[config.mk]
export PLATFORM = sky130hd
export DESIGN_NAME = reorder_ar_arbiter_flat
export DESIGN_NICKNAME = d
export VERILOG_FILES = /design/src/rtl/reorder_ar_arbiter_if.sv /design/src/rtl/reorder_ar_arbiter.sv /design/src/flat_wrapper.sv
export SDC_FILE = /design/constraint.sdc
export NUM_CORES = 1
export LEC_CHECK = 0
export ABC_AREA = 0
export CORE_ASPECT_RATIO = 0.8
export CORE_MARGIN = 1.5
export CORE_UTILIZATION = 30
export CTS_CLUSTER_DIAMETER = 120
export DETAILED_ROUTE_END_ITERATION = 8
export PLACE_DENSITY_LB_ADDON = 0.3
export SETUP_SLACK_MARGIN = 0.5
export SLEW_MARGIN = 10
export SYNTH_ARGS = -nofsm -noshare
export SYNTH_HDL_FRONTEND = slang
export SYNTH_SLANG_ARGS = --single-unit
[constraint.sdc]
create_clock -name clk -period 6.7 [get_ports clk]
set_input_delay 1.34 -clock clk [delete_from_list [all_inputs] [get_ports clk]]
set_output_delay 1.34 -clock clk [all_outputs]
set_load 0.02 [all_outputs]
[src/rtl/reorder_ar_arbiter_if.sv]
// Signal bundle between two AXI-style read requesters and a shared reorder buffer.
// Suffixes _i/_o are named from the arbiter's point of view.
interface reorder_ar_arbiter_if #(
    parameter int DATA_WIDTH = 8
);
    logic [2:0]            s0_arid_i,    s1_arid_i;
    logic                  s0_arvalid_i, s1_arvalid_i;
    logic                  s0_arready_o, s1_arready_o;
    logic [DATA_WIDTH-1:0] s0_rdata_o,   s1_rdata_o;
    logic [2:0]            s0_rid_o,     s1_rid_o;
    logic                  s0_rvalid_o,  s1_rvalid_o;
    logic                  s0_rready_i,  s1_rready_i;
    logic [3:0]            m_arid_o;
    logic                  m_arvalid_o;
    logic                  m_arready_i;
    logic [DATA_WIDTH-1:0] m_rdata_i;
    logic [3:0]            m_rid_i;
    logic                  m_rvalid_i;
    logic                  m_rready_o;
    logic                  idle_o;

    modport slave (
        input  s0_arid_i, s1_arid_i, s0_arvalid_i, s1_arvalid_i,
        output s0_arready_o, s1_arready_o,
        output s0_rdata_o, s1_rdata_o, s0_rid_o, s1_rid_o, s0_rvalid_o, s1_rvalid_o,
        input  s0_rready_i, s1_rready_i,
        output m_arid_o, m_arvalid_o,
        input  m_arready_i, m_rdata_i, m_rid_i, m_rvalid_i,
        output m_rready_o, idle_o
    );

    modport master (
        output s0_arid_i, s1_arid_i, s0_arvalid_i, s1_arvalid_i,
        input  s0_arready_o, s1_arready_o,
        input  s0_rdata_o, s1_rdata_o, s0_rid_o, s1_rid_o, s0_rvalid_o, s1_rvalid_o,
        output s0_rready_i, s1_rready_i,
        input  m_arid_o, m_arvalid_o,
        output m_arready_i, m_rdata_i, m_rid_i, m_rvalid_i,
        input  m_rready_o, idle_o
    );
endinterface

[src/rtl/reorder_ar_arbiter.sv]
// Two-requester AR arbiter with per-requester outstanding-read limits and
// combinational R routing by the top bit of the returned ID.
module reorder_ar_arbiter #(
    parameter int DATA_WIDTH = 8,
    parameter int MAX_OUTST  = 8
) (
    input logic                 clk,
    input logic                 rst_n,
    reorder_ar_arbiter_if.slave bus
);
    localparam logic [3:0] MaxOutst = 4'(MAX_OUTST);

    logic                  prio_q, prio_d;
    logic                  lock_q, lock_d;
    logic                  gnt_q,  gnt_d;
    logic [3:0]            cnt0_q, cnt0_d;
    logic [3:0]            cnt1_q, cnt1_d;

    logic                  elig0, elig1;
    logic                  gnt, gntValid, arValid, arHs;
    logic                  rSel, rReady, rHs;
    logic                  inc0, inc1, dec0, dec1;
    logic [DATA_WIDTH-1:0] rdata;

    // A locked grant keeps AR valid/ID stable until the reorder buffer accepts it.
    always_comb begin
        elig0    = bus.s0_arvalid_i && (cnt0_q < MaxOutst);
        elig1    = bus.s1_arvalid_i && (cnt1_q < MaxOutst);
        gnt      = 1'b0;
        gntValid = 1'b0;
        arValid  = 1'b0;
        if (lock_q) begin
            gnt      = gnt_q;
            gntValid = 1'b1;
            arValid  = gnt_q ? bus.s1_arvalid_i : bus.s0_arvalid_i;
        end else begin
            gnt      = (elig0 && elig1) ? prio_q : elig1;
            gntValid = elig0 || elig1;
            arValid  = gntValid;
        end
    end

    assign arHs   = arValid && bus.m_arready_i;
    assign rSel   = bus.m_rid_i[3];
    assign rReady = rSel ? bus.s1_rready_i : bus.s0_rready_i;
    assign rHs    = bus.m_rvalid_i && rReady;
    assign rdata  = bus.m_rdata_i;

    assign bus.m_arvalid_o  = rst_n && arValid;
    assign bus.m_arid_o     = {gnt, gnt ? bus.s1_arid_i : bus.s0_arid_i};
    assign bus.s0_arready_o = rst_n && gntValid && !gnt && bus.m_arready_i;
    assign bus.s1_arready_o = rst_n && gntValid &&  gnt && bus.m_arready_i;

    assign bus.m_rready_o   = rst_n && rReady;
    assign bus.s0_rvalid_o  = rst_n && bus.m_rvalid_i && !rSel;
    assign bus.s1_rvalid_o  = rst_n && bus.m_rvalid_i &&  rSel;
    assign bus.s0_rdata_o   = rdata;
    assign bus.s1_rdata_o   = rdata;
    assign bus.s0_rid_o     = bus.m_rid_i[2:0];
    assign bus.s1_rid_o     = bus.m_rid_i[2:0];

    assign bus.idle_o       = (cnt0_q == 4'd0) && (cnt1_q == 4'd0) && !lock_q;

    // An R response at a zero count is a protocol error; the counter holds instead of wrapping.
    always_comb begin
        prio_d = prio_q;
        lock_d = lock_q;
        gnt_d  = gnt_q;
        if (arValid && !bus.m_arready_i) begin
            lock_d = 1'b1;
            gnt_d  = gnt;
        end else if (arHs) begin
            lock_d = 1'b0;
            prio_d = !gnt;
        end

        inc0 = arHs && !gnt;
        inc1 = arHs &&  gnt;
        dec0 = rHs && !rSel && (cnt0_q != 4'd0);
        dec1 = rHs &&  rSel && (cnt1_q != 4'd0);

        cnt0_d = cnt0_q;
        if (inc0 && !dec0 && (cnt0_q != 4'hF)) begin
            cnt0_d = cnt0_q + 4'd1;
        end else if (dec0 && !inc0) begin
            cnt0_d = cnt0_q - 4'd1;
        end

        cnt1_d = cnt1_q;
        if (inc1 && !dec1 && (cnt1_q != 4'hF)) begin
            cnt1_d = cnt1_q + 4'd1;
        end else if (dec1 && !inc1) begin
            cnt1_d = cnt1_q - 4'd1;
        end
    end

    always_ff @(posedge clk or negedge rst_n) begin
        if (!rst_n) begin
            prio_q <= 1'b0;
            lock_q <= 1'b0;
            gnt_q  <= 1'b0;
            cnt0_q <= 4'd0;
            cnt1_q <= 4'd0;
        end else begin
            prio_q <= prio_d;
            lock_q <= lock_d;
            gnt_q  <= gnt_d;
            cnt0_q <= cnt0_d;
            cnt1_q <= cnt1_d;
        end
    end
endmodule

[src/flat_wrapper.sv]
// flat-port wrapper written by rule: the top's interface ports become plain ports
module reorder_ar_arbiter_flat 
#(
    parameter int DATA_WIDTH = 8,
    parameter int MAX_OUTST  = 8
)
  (clk, rst_n, bus_s0_arid_i, bus_s1_arid_i, bus_s0_arvalid_i, bus_s1_arvalid_i, bus_s0_arready_o, bus_s1_arready_o, bus_s0_rdata_o, bus_s1_rdata_o, bus_s0_rid_o, bus_s1_rid_o, bus_s0_rvalid_o, bus_s1_rvalid_o, bus_s0_rready_i, bus_s1_rready_i, bus_m_arid_o, bus_m_arvalid_o, bus_m_arready_i, bus_m_rdata_i, bus_m_rid_i, bus_m_rvalid_i, bus_m_rready_o, bus_idle_o);
  reorder_ar_arbiter_if #(.DATA_WIDTH(DATA_WIDTH)) bus_i ();
  input logic clk;
  input logic rst_n;
  input wire logic [$bits(bus_i.s0_arid_i)-1:0] bus_s0_arid_i;
  input wire logic [$bits(bus_i.s1_arid_i)-1:0] bus_s1_arid_i;
  input wire logic [$bits(bus_i.s0_arvalid_i)-1:0] bus_s0_arvalid_i;
  input wire logic [$bits(bus_i.s1_arvalid_i)-1:0] bus_s1_arvalid_i;
  output wire logic [$bits(bus_i.s0_arready_o)-1:0] bus_s0_arready_o;
  output wire logic [$bits(bus_i.s1_arready_o)-1:0] bus_s1_arready_o;
  output wire logic [$bits(bus_i.s0_rdata_o)-1:0] bus_s0_rdata_o;
  output wire logic [$bits(bus_i.s1_rdata_o)-1:0] bus_s1_rdata_o;
  output wire logic [$bits(bus_i.s0_rid_o)-1:0] bus_s0_rid_o;
  output wire logic [$bits(bus_i.s1_rid_o)-1:0] bus_s1_rid_o;
  output wire logic [$bits(bus_i.s0_rvalid_o)-1:0] bus_s0_rvalid_o;
  output wire logic [$bits(bus_i.s1_rvalid_o)-1:0] bus_s1_rvalid_o;
  input wire logic [$bits(bus_i.s0_rready_i)-1:0] bus_s0_rready_i;
  input wire logic [$bits(bus_i.s1_rready_i)-1:0] bus_s1_rready_i;
  output wire logic [$bits(bus_i.m_arid_o)-1:0] bus_m_arid_o;
  output wire logic [$bits(bus_i.m_arvalid_o)-1:0] bus_m_arvalid_o;
  input wire logic [$bits(bus_i.m_arready_i)-1:0] bus_m_arready_i;
  input wire logic [$bits(bus_i.m_rdata_i)-1:0] bus_m_rdata_i;
  input wire logic [$bits(bus_i.m_rid_i)-1:0] bus_m_rid_i;
  input wire logic [$bits(bus_i.m_rvalid_i)-1:0] bus_m_rvalid_i;
  output wire logic [$bits(bus_i.m_rready_o)-1:0] bus_m_rready_o;
  output wire logic [$bits(bus_i.idle_o)-1:0] bus_idle_o;
  assign bus_i.s0_arid_i = bus_s0_arid_i;
  assign bus_i.s1_arid_i = bus_s1_arid_i;
  assign bus_i.s0_arvalid_i = bus_s0_arvalid_i;
  assign bus_i.s1_arvalid_i = bus_s1_arvalid_i;
  assign bus_s0_arready_o = bus_i.s0_arready_o;
  assign bus_s1_arready_o = bus_i.s1_arready_o;
  assign bus_s0_rdata_o = bus_i.s0_rdata_o;
  assign bus_s1_rdata_o = bus_i.s1_rdata_o;
  assign bus_s0_rid_o = bus_i.s0_rid_o;
  assign bus_s1_rid_o = bus_i.s1_rid_o;
  assign bus_s0_rvalid_o = bus_i.s0_rvalid_o;
  assign bus_s1_rvalid_o = bus_i.s1_rvalid_o;
  assign bus_i.s0_rready_i = bus_s0_rready_i;
  assign bus_i.s1_rready_i = bus_s1_rready_i;
  assign bus_m_arid_o = bus_i.m_arid_o;
  assign bus_m_arvalid_o = bus_i.m_arvalid_o;
  assign bus_i.m_arready_i = bus_m_arready_i;
  assign bus_i.m_rdata_i = bus_m_rdata_i;
  assign bus_i.m_rid_i = bus_m_rid_i;
  assign bus_i.m_rvalid_i = bus_m_rvalid_i;
  assign bus_m_rready_o = bus_i.m_rready_o;
  assign bus_idle_o = bus_i.idle_o;
  reorder_ar_arbiter #(.DATA_WIDTH(DATA_WIDTH), .MAX_OUTST(MAX_OUTST)) u_core (.clk(clk), .rst_n(rst_n), .bus(bus_i));
endmodule
# --- Yosys cells after proc, flatten, opt, wreduce, memory -nomap -nowiden ---
# Index checks and enable logic that the tools add are counted.
totals:
  register_bits: 11
  output_inout_bits: 33
  word_cells: 74
classes:
  n_addsub: 4
  magnitude_cmp: 2
  n_eq_ne: 2
  muxes: 13
  bitwise_logic: 1
  reduce_logical: 47
op_table:
  columns: ["op", "n"]
  rows:
  - ["logical AND 1 bit", 30]
  - ["2-to-1 mux 4 bit", 4]
  - ["adder 4 x 1 -> 4 bit, second input constant", 2]
  - ["zero test 1 bit", 8]
  - ["zero test 4 bit", 2]
  - ["less-than comparator 4 bit, second input constant", 2]
  - ["2-to-1 mux 1 bit", 8]
  - ["!= test 4 bit, second input constant", 2]
  - ["nonzero test 4 bit", 2]
  - ["subtractor 4 x 1 -> 4 bit, second input constant", 2]
  - ["nonzero test 2 bit", 3]
  - ["2-to-1 mux 3 bit", 1]
  - ["AND reduction 2 bit", 1]
  - ["logical OR 1 bit", 1]
  - ["NOT 1 bit", 1]

# --- Logic depth before layout (Yosys ltp) ---
depth:
  depth_word: 11
  ltp_mapped: 12

# --- Least setup slack after synthesis ---
# No wires, ideal clock.
synth_path:
  kind: "input-to-output"
  startpoint: "in bus_s1_arvalid_i"
  endpoint: "out bus_m_arid_o[0]"
  arrival_ns: 2.372
  required_time_ns: 5.360
  setup_slack_ns: 2.988
  cell_stages: 3
  n_path_buf: 0
  path_cell_list: "inv_2 -> o41ai_4 -> mux2_2"
synth_via:
  elab_chain_len: 5
synth_rtl:
  columns: ["item", "line", "rtl"]
  rows:
  - ["start: declaration", "flat_wrapper.sv:14", "input wire logic [$bits(bus_i.s1_arvalid_i)-1:0] bus_s1_arvalid_i;"]
  - ["logical AND 1 bit (*)", "reorder_ar_arbiter.sv:28", "elig1 = bus.s1_arvalid_i && (cnt1_q < MaxOutst);"]
  - ["logical AND 1 bit", "reorder_ar_arbiter.sv:37", "gnt = (elig0 && elig1) ? prio_q : elig1;"]
  - ["2-to-1 mux 1 bit (*)", "reorder_ar_arbiter.sv:37", null]
  - ["2-to-1 mux 1 bit (*)", "reorder_ar_arbiter.sv:32", "if (lock_q) begin"]
  - ["via u_core.gnt", "reorder_ar_arbiter.sv:20", "logic gnt, gntValid, arValid, arHs;"]
  - ["2-to-1 mux 3 bit (*)", "reorder_ar_arbiter.sv:50", "assign bus.m_arid_o = {gnt, gnt ? bus.s1_arid_i : bus.s0_arid_i};"]
  - ["end: declaration", "flat_wrapper.sv:25", "output wire logic [$bits(bus_i.m_arid_o)-1:0] bus_m_arid_o;"]
# The timed path passes the listed nets; every way through them passes the cells marked *.

# --- Worst setup path after layout ---
layout_path:
  startpoint: "in bus_s1_arvalid_i"
  endpoint: "out bus_m_arid_o[1]"
layout_via:
  elab_chain_len: 5
layout_rtl:
  columns: ["item", "line"]
  rows:
  - ["logical AND 1 bit (*)", "reorder_ar_arbiter.sv:28"]
  - ["logical AND 1 bit", "reorder_ar_arbiter.sv:37"]
  - ["2-to-1 mux 1 bit (*)", "reorder_ar_arbiter.sv:37"]
  - ["2-to-1 mux 1 bit (*)", "reorder_ar_arbiter.sv:32"]
  - ["2-to-1 mux 3 bit (*)", "reorder_ar_arbiter.sv:50"]
# Mark *: on every way between the ends. The rest lies on a longest branch, timed or not.

==> qor.txt <==
status = finished clean
Cell Area, Synth = 1120 sq um
final setup vio count = 0
most used cell, CP = clkdlybuf4s50_1
DR DRC count = 0
Post-synth EDFFs = 0
Die ar. = 4110 sq um
Longest Clk Path Bufs = 2
total track usage = 11.2%
Synth Flop Type = dfrtp_1
sequential area share after synthesis = 24.6%
worst r2r dst = u_core.cnt1_q[3]
Netlist cell types = 38
Hold Path Class = reg -> reg
cell row count = 19
Initial DRC Count = 20
post-route ant nets = 0
first-pass GRT wire length = 3540 microns
final wirelength = 2080 microns
worst r2r path cells = 9
H-tree depth = 1
Worst Skew = 0.00288 ns
maximum resistive drop on vdd = 0.183 mV
DP HPWL = 1670 microns
die height = 57.6 microns
R2R setup slack = 3.77 ns
unrepaired setup endpoints after global routing = no
syn nets = 145
PostCTS Resize Cnt = 0
synthesized instance count = 113
minimum clock period = 4.82 ns
final-report hold violation count = 0
Port Buffers = 25
largest net degree at the start of global routing = 17
vias per cell = 4.72
Startpoint Class = primary input
RR Startpoint = u_core.lock_q
Clock Latency Late Sink = 0.24 ns
Max Fclk = 0.208 GHz
first-pass iteration count of the detailed router = 4
FF+latch count, synth = 11
nets@finish = 149
post-route setup TNS = 0 ns
CP max stage cell = o41ai_4
PD cells = 405 nW/um^2
Slew @ Worst Pin = 0.642 ns
max_cap viols = 0
CP startpoint = bus_s1_arvalid_i
post-synthesis area per instance = 9.91 sq um
final slew viol count = 0
initial antenna violation count = 0
yosys warns = 0
critical path arrival = 3.48 ns
critical path type = in -> out
worst-path cell chain = clkdlybuf4s50_1, inv_2, o41ai_4, mux2_2, clkdlybuf4s50_1
Async SR Flop Fraction = 100%
Core Region = 3490 sq um
I/O pin cnt = 59
clk slew on worst S/H paths = 0.05 ns
clock sinks = 11
CTS tree = built
vias in the first global route = 760
CTS buffer count = 3
critical path data required time = 5.36 ns
global route overflow = 0
CP max FO = 9
period utilization = 71.9%
minimum setup slack after placement = 1.87 ns
setup ws final = 1.88 ns
Setup Buffers After CTS = 0
vias = 746
hold bufs inserted after CTS = 0
count of antenna diodes in the layout = 0
fraction of layout cells with a size suffix above 1 = 14.7%
clk root buf = clkbuf_8
crit path capture type = output pin
slowest stage delay, CP = 0.61 ns
crit path to = bus_m_arid_o[1]
Initial Utilization = 32.0%
WL/cell = 13.1 microns
Die Span X = 71.3 microns
leakage = 0.514 nW
Rel. slew slack = 57.1%
routability cong. = 0.738
area growth from synthesis to layout = 13.2%
## worst min-delay path by stage
stage,start,end,cells after the start
5_1_grt,u_core.prio_q,u_core.prio_q,1
3_5_place_dp,u_core.prio_q,u_core.prio_q,1
6_report,u_core.prio_q,u_core.prio_q,1
2_1_floorplan,u_core.prio_q,u_core.prio_q,1
3_3_place_gp,u_core.prio_q,u_core.prio_q,1
4_1_cts,u_core.prio_q,u_core.prio_q,1
## synth_stat cells (2+ instances only)
master,n,area share (%)
a21oi_1,4,1.8
xnor2_1,4,3.1
nand3_1,4,1.8
buf_4,23,15
mux2_4,3,4.0
nand2b_1,3,1.7
o22a_1,2,1.6
mux2i_1,5,4.5
ha_1,4,4.5
fa_1,2,3.6
nor2_1,5,1.7
xor2_1,3,2.3
mux2_2,4,4.0
buf_6,2,2.0
nand4_1,2,1.1
nand2_1,7,2.3
a21o_1,3,2.0
dfrtp_1,11,25
nor2b_1,3,1.7
## cell type report
cell class / instances / area (sq um)
Fill cell: 344 / 2230
Multi-Input combinational cell: 75 / 641
Sequential cell: 11 / 275
Timing Repair Buffer: 25 / 250
Tap cell: 42 / 52.6
Clock buffer: 4 / 45.0
Inverter: 1 / 3.75
## critical path, delay by kind of cell
family | cells | cell delay [ns]
buffers and inverters | 3 | 1.14
AO/OA/AOI/OAI | 1 | 0.61
multiplexers | 1 | 0.39
## power by group
part           switching (W)  total (W)  internal (W)
sequential         0.0000602   0.000161      0.000101
clock              0.0000247  0.0000665     0.0000418
combinational       0.000127   0.000286      0.000159
## metrics by stage
| stage | hold slack [ns] | std cells | util, % | total power, W | instance area [sq um] |
|---|---|---|---|---|---|
| floorplan | 0.470 | 113 | - | 0.000407 | 1120 |
| global placement | 0.496 | 154 | 35.0 | 0.000445 | 1220 |
| detailed placement | 0.524 | 154 | 35.0 | 0.000454 | 1220 |
| CTS | 0.536 | 158 | 36.3 | 0.000522 | 1270 |
| global route | 0.564 | 158 | 36.3 | 0.000564 | 1270 |
| finish | 0.528 | 158 | 36.3 | 0.000513 | 1270 |
## logic make-up (layout without fill, tap and decap cells)
kind of cell | after synthesis | after routing | share of synthesized area, %
mux | 13 | 13 | 13.7
fa+ha+maj | 6 | 6 | 8.05
simple gates | 35 | 35 | 18.6
buf+inv | 27 | 30 | 18.2
flops | 11 | 11 | 24.6
xor+xnor | 7 | 7 | 5.47
compound gates | 14 | 14 | 11.4
## placed cells by master (no fill, tap or decap), types with 3 or more instances in the layout
master / Yosys / layout
a21o_1: 3 / 3
a21oi_1: 4 / 4
clkbuf_8: 0 / 3
clkdlybuf4s50_1: 0 / 25
dfrtp_1: 11 / 11
ha_1: 4 / 4
mux2_2: 4 / 4
mux2_4: 3 / 3
mux2i_1: 5 / 5
nand2_1: 7 / 7
nand2b_1: 3 / 3
nand3_1: 4 / 4
nor2_1: 5 / 5
nor2b_1: 3 / 3
xnor2_1: 4 / 4
xor2_1: 3 / 3
## metal layers
metal / vias to the layer above / GRT usage, % / wire length (microns)
met5: - / 0 / 0
met4: 0 / 2.70 / 15
met3: 2 / 3.83 / 76
met2: 10 / 17.9 / 1030
met1: 353 / 14.7 / 952
li1: 381 / - / -
## flip-flops by register name (all words and copies together) (netlist names)
name and count:
u_core.lock_q 1, u_core.cnt0_q 4, u_core.gnt_q 1, u_core.prio_q 1, u_core.cnt1_q 4
Power figures use the tool's default switching activity.
